[src/rtl/vga_sync_gen.sv]
// VGA raster timing generator: edge-detects the divided pixel wave and
// advances h/v counters, producing registered sync, blanking and coordinates.
module vga_sync_gen #(
  parameter int   H_DISPLAY   = 640,
  parameter int   H_FRONT     = 16,
  parameter int   H_SYNC      = 96,
  parameter int   H_BACK      = 48,
  parameter int   V_DISPLAY   = 480,
  parameter int   V_FRONT     = 10,
  parameter int   V_SYNC      = 2,
  parameter int   V_BACK      = 33,
  parameter logic SYNC_ACTIVE = 1'b0,
  parameter int   CNT_W       = 10
) (
  input  logic             clk,
  input  logic             reset,
  input  logic             pix_wave,
  output logic             hsync,
  output logic             vsync,
  output logic             video_on,
  output logic [CNT_W-1:0] pixel_x,
  output logic [CNT_W-1:0] pixel_y,
  output logic             frame_start,
  output logic             pix_tick
);

  localparam int H_TOTAL = H_DISPLAY + H_FRONT + H_SYNC + H_BACK;
  localparam int V_TOTAL = V_DISPLAY + V_FRONT + V_SYNC + V_BACK;

  localparam logic [CNT_W-1:0] H_LAST   = CNT_W'(H_TOTAL - 1);
  localparam logic [CNT_W-1:0] V_LAST   = CNT_W'(V_TOTAL - 1);
  localparam logic [CNT_W-1:0] H_VIS    = CNT_W'(H_DISPLAY);
  localparam logic [CNT_W-1:0] V_VIS    = CNT_W'(V_DISPLAY);
  localparam logic [CNT_W-1:0] HS_FIRST = CNT_W'(H_DISPLAY + H_FRONT);
  localparam logic [CNT_W-1:0] HS_LAST  = CNT_W'(H_DISPLAY + H_FRONT + H_SYNC - 1);
  localparam logic [CNT_W-1:0] VS_FIRST = CNT_W'(V_DISPLAY + V_FRONT);
  localparam logic [CNT_W-1:0] VS_LAST  = CNT_W'(V_DISPLAY + V_FRONT + V_SYNC - 1);

  logic             wave_d;
  logic [CNT_W-1:0] h_count;
  logic [CNT_W-1:0] v_count;
  logic [CNT_W-1:0] h_next;
  logic [CNT_W-1:0] v_next;
  logic             hs_next;
  logic             vs_next;
  logic             vo_next;
  logic             fs_next;

  // wave_d resets high so an already-high wave cannot fake an edge
  assign pix_tick = pix_wave & ~wave_d;

  always_comb begin
    h_next = h_count;
    v_next = v_count;
    if (pix_tick) begin
      if (h_count == H_LAST) begin
        h_next = '0;
        if (v_count == V_LAST) begin
          v_next = '0;
        end else begin
          v_next = v_count + CNT_W'(1);
        end
      end else begin
        h_next = h_count + CNT_W'(1);
      end
    end
  end

  // Outputs decode the next counts so they line up with pixel_x/pixel_y
  always_comb begin
    hs_next = ~SYNC_ACTIVE;
    vs_next = ~SYNC_ACTIVE;
    if (h_next >= HS_FIRST && h_next <= HS_LAST) begin
      hs_next = SYNC_ACTIVE;
    end
    if (v_next >= VS_FIRST && v_next <= VS_LAST) begin
      vs_next = SYNC_ACTIVE;
    end
    vo_next = (h_next < H_VIS) && (v_next < V_VIS);
    fs_next = pix_tick && (h_next == '0) && (v_next == '0);
  end

  always_ff @(posedge clk) begin
    if (reset) begin
      wave_d      <= 1'b1;
      h_count     <= H_LAST;
      v_count     <= V_LAST;
      hsync       <= ~SYNC_ACTIVE;
      vsync       <= ~SYNC_ACTIVE;
      video_on    <= 1'b0;
      frame_start <= 1'b0;
    end else begin
      wave_d      <= pix_wave;
      frame_start <= fs_next;
      if (pix_tick) begin
        h_count  <= h_next;
        v_count  <= v_next;
        hsync    <= hs_next;
        vsync    <= vs_next;
        video_on <= vo_next;
      end
    end
  end

  assign pixel_x = h_count;
  assign pixel_y = v_count;

endmodule

[config.mk]
export PLATFORM = sky130hd
export DESIGN_NAME = vga_sync_gen
export DESIGN_NICKNAME = d
export VERILOG_FILES = /design/src/rtl/vga_sync_gen.sv
export SDC_FILE = /design/constraint.sdc
export NUM_CORES = 1
export LEC_CHECK = 0
export BUFFER_PORTS_ARGS = -buffer_cell sky130_fd_sc_hd__buf_4
export CAP_MARGIN = 5
export CORE_ASPECT_RATIO = 1.1
export CORE_MARGIN = 2
export CORE_UTILIZATION = 30
export CTS_CLUSTER_DIAMETER = 120
export DETAILED_ROUTE_END_ITERATION = 6
export GPL_ROUTABILITY_DRIVEN = 0
export GPL_TIMING_DRIVEN = 0
export MAX_ROUTING_LAYER = met4
export SLEW_MARGIN = 20
export SYNTH_ARGS = -nofsm -noshare
export SYNTH_HDL_FRONTEND = slang
export SYNTH_SLANG_ARGS = --single-unit
[constraint.sdc]
create_clock -name clk -period 6.55 [get_ports clk]
set_clock_uncertainty 0.1 [all_clocks]
set_input_delay 1.31 -clock clk [delete_from_list [all_inputs] [get_ports clk]]
set_output_delay 1.31 -clock clk [all_outputs]
set_load 0.02 [all_outputs]
# Word level (Yosys, flattened, before mapping)

Index checks and enable logic that the tools add are counted.

Reductions and logical operators: 7
Equal/unequal tests: 2
$lt $le $gt $ge: 6
$add $sub $neg: 2
Bitwise operators: 2
Muxes and demuxes: 7

Operators with widths:

| operator              | number |
|---|---|
| $mux 10               | 5 |
| $add 10x1->10 const B | 2 |
| $eq 10x10->1 const B  | 2 |
| $logic_not 10->1      | 2 |
| $ge 10x10->1 const B  | 1 |
| $ge 10x9->1 const B   | 1 |
| $le 10x10->1 const B  | 1 |
| $le 10x9->1 const B   | 1 |
| $lt 10x10->1 const B  | 1 |
| $lt 10x9->1 const B   | 1 |
| $logic_and 1x1->1     | 5 |
| $mux 1                | 2 |
| $and 1x1->1           | 1 |
| $not 1->1             | 1 |

Register bits after elaboration: 25
Output and inout port bits: 25
Logic and storage cells: 33

# Logic depth before layout (Yosys ltp)

Depth in word-level cells: 7
Depth in mapped cells: 8

# Least setup slack after synthesis

OpenSTA, ideal clock, no wires.

Path type: input-to-output
From: input pix_wave
To: output pix_tick
Cell stages on the path: 3
Data arrival time: 2.066 ns
Required time: 5.140 ns
Setup slack: 3.074 ns
Path through: nand2b_1 clkbuf_1 clkinv_1

Cells in the longest elaborated chain, start to end: 1

RTL lines:

| what        | line | source |
|---|---|---|
| from (decl) | 17   | `input logic pix_wave,` |
| $and 1x1->1 | 50   | `assign pix_tick = pix_wave & ~wave_d;` |
| to (decl)   | 24   | `output logic pix_tick` |

No other way between the ends.

# Final worst setup path

Ends and elaborated chain as after synthesis.

==> metrics.md <==
| Metric | Value |
|---|---|
| Status | finished clean |
| Actual slew at the worst max-slew pin | 0.5729 ns |
| Simple-gate share of the synthesized area | 0.3277 |
| Register Area | 500.5 sq um |
| Post-synthesis mux area share | 0.01183 |
| DR pass1 iterations | 4 |
| Synth warn | 0 |
| Cts bufs inserted | 3 |
| Unrepaired setup endpoints after global routing | false |
| Leading area contributor after synthesis | dfxtp_1 |
| P&R area growth vs syn | 20.19% |
| Critical Path RT | 5.14 ns |
| Vias per inst | 5.288 |
| IO buf count | 27 |
| Initial detailed-routing violation count | 150 |
| Slew HR | 0.6181 |
| Fraction of final layout cells sized beyond drive strength 1 | 0.1796 |
| H-tree depth | 1 |
| Crit path DAT | 2.68 ns |
| FMAX | 244.5 MHz |
| Total gr overflow | 0 |
| Synth top area cells | dfxtp_1, xnor2_1, nor2_1 |
| Register area share after synthesis | 0.2959 |
| Most frequent cell after synthesis | dfxtp_1 |
| Synth Area per Inst | 7.905 sq um |
| Sw Ratio | 0.3060 |
| Final setup vio count | 0 |
| CORE AREA | 5395 sq um |
| Later-pin clock latency in the skew report | 0.27 ns |
| Global-route wire length before repair | 7410 um |
| # IOs | 28 |
| Number of global-route vias before repair | 1,462 |
| Fin. Hold Viols | 0 |
| Hold buffer count at cts | 0 |
| Max Cap Violations | 0 |
| DRC Markers | 0 |
| Worst-path clk slew | 0.09 ns |
| Wirelength per Cell | 14.38 um |
| Maximum vdd ir drop | 88.28 uV |
| Net switching power | 0.1010 mW |
| Post-synth top cells | dfxtp_1, nor2_1, nand2_1 |
| PostCTS Resize Cnt | 0 |
| Clock share of power | 0.284 |
| Post-CTS setup buffer count | 0 |
| CP Max Fanout | 10 |
| Reg power frac | 0.496 |
| Detailed placement HPWL | 3401 um |
| Post-layout minimum cycle time | 4.089 ns |
| Post-synthesis adder-cell area fraction | 0.02219 |
| Site Rows | 28 |
| CTS tree | done |
| Clock sink count | 25 |
| Mapped cell area | 1692 sq um |
| Fin Hold WS | 0.4695 ns |
| Die H | 82.76 um |
| Die X | 75.60 um |
| Slew Viols, Final | 0 |
| Setup TNS | 0 ns |
| Fillcell total | 583 |
| Post-synth cell types | 52 |
| EDFF count, synth | 0 |
| Synth Instances | 214 |
| Compound-gate portion of the synthesized area | 0.1997 |
| Critical Path Source Type | primary input |
| Die area | 6256 sq um |
| Pwr dens | 162.3 nW/um^2 |
| Nets | 252 |
| Top-area cell type share of the netlist area | 0.2959 |
| Post-route ant nets | 0 |
| P_leak | 0.7362 nW |
| Clock buffer depth | 2 |
| Crit. End Element | output pin |
| Synth async-reset ratio | 0 |
| Initial Util | 0.3135 |
| Final wirelength | 4602 um |
| Final Util | 0.3769 |
| Largest family of logic cells by synthesized area | simple AND/OR/NAND/NOR gates |
| Clk root buf | clkbuf_8 |
| Ys flop type | dfxtp_1 |
| Mapped Nets | 220 |
| Combinational Power Share | 0.220 |
| Internal | 0.2291 mW |
| Multi-input logic area | 1099 sq um |
| Crit Path Class | in -> out |
| Largest net degree at the start of global routing | 14 |
| Period utilization | 0.6243 |
| Antenna violations before repair | 0 |
| Worst min-delay path class | reg -> reg |
| Ant. Diodes | 0 |
| XOR/XNOR share of the synthesized area | 0.08802 |
| DR vias | 1,692 |
| Register bit total from synthesis | 25 |
| GRT Overall Usage | 0.1606 |
[area by class of cell]
class                           count  area share
Buffer                             13     0.02892
Clock buffer                        4     0.02215
Multi-Input combinational cell    167      0.5403
Sequential cell                    25      0.2462
Inverter                            9     0.01662
Timing Repair Buffer               27     0.09969
Tap cell                           75     0.04615
[logic make-up after synthesis]
family | count (synthesis)
simple gates | 97
flops | 25
compound gates | 48
buf+inv | 22
xor+xnor | 17
fa+ha+maj | 3
mux | 2
[critical path: stages]
cell	delay [ns]
buf_4	0.12
nand2b_1	0.18
clkbuf_1	0.38
clkinv_1	0.41
buf_4	0.28
[per-layer routing]
metal  routed length, um  GRT usage  vias up
met2                2250     0.2548       34
li1                    -          -      844
met4                  65    0.05263        0
met5                   0          -        -
met3                 186    0.02063        6
met1                2100     0.2107      808
[sequential cells by signal, indices dropped and copies added, names as in the netlist]
register and flops:
pixel_x 10, pixel_y 10, frame_start 1, hsync 1, video_on 1, vsync 1, wave_d 1
[through the flow]
step | setup slack (ns) | cell area [sq um] | std cells | power (mW)
after floorplan | 3.074 | 1692 | 214 | 0.2166
after global placement | 2.472 | 1988 | 316 | 0.2398
after detailed placement | 2.484 | 1988 | 316 | 0.2399
after CTS | 2.476 | 2033 | 320 | 0.3339
after global routing | 2.343 | 2033 | 320 | 0.3473
final | 2.461 | 2033 | 320 | 0.3301
[power by group through the flow]
| stage | combinational [mW] | clock, mW | sequential (mW) |
|---|---|---|---|
| 5_1_grt | 0.0800 | 0.102 | 0.165 |
| 3_3_place_gp | 0.0724 | 0 | 0.167 |
| 3_5_place_dp | 0.0725 | 0 | 0.167 |
| 6_report | 0.0726 | 0.0936 | 0.164 |
| 4_1_cts | 0.0728 | 0.0973 | 0.164 |
| 2_1_floorplan | 0.0455 | 0 | 0.171 |
[worst paths after layout]
| check | start | slack [ns] | to | cells past startpoint |
|---|---|---|---|---|
| worst max register to register | pixel_y[1] | 3.73 | vsync | 8 |
| worst max-delay path | pix_wave | 2.46 | pix_tick | 5 |
| worst min-delay path | hsync | 0.47 | hsync | 2 |
| worst min register to register | hsync | 0.47 | hsync | 2 |
[placed cells by master, fill, tap and decap left out, types with 6 or more instances in the layout]
cell / netlist / routed
buf_4: 2 / 29
clkbuf_1: 9 / 10
xnor2_1: 11 / 11
a21oi_1: 12 / 12
nand2_1: 18 / 18
xor2_1: 6 / 6
o21ai_0: 7 / 7
dfxtp_1: 25 / 25
inv_1: 8 / 8
nor3_1: 12 / 12
nor2_1: 20 / 20
nand4_1: 6 / 6
Note: power is estimated with default switching activity, not from simulation.
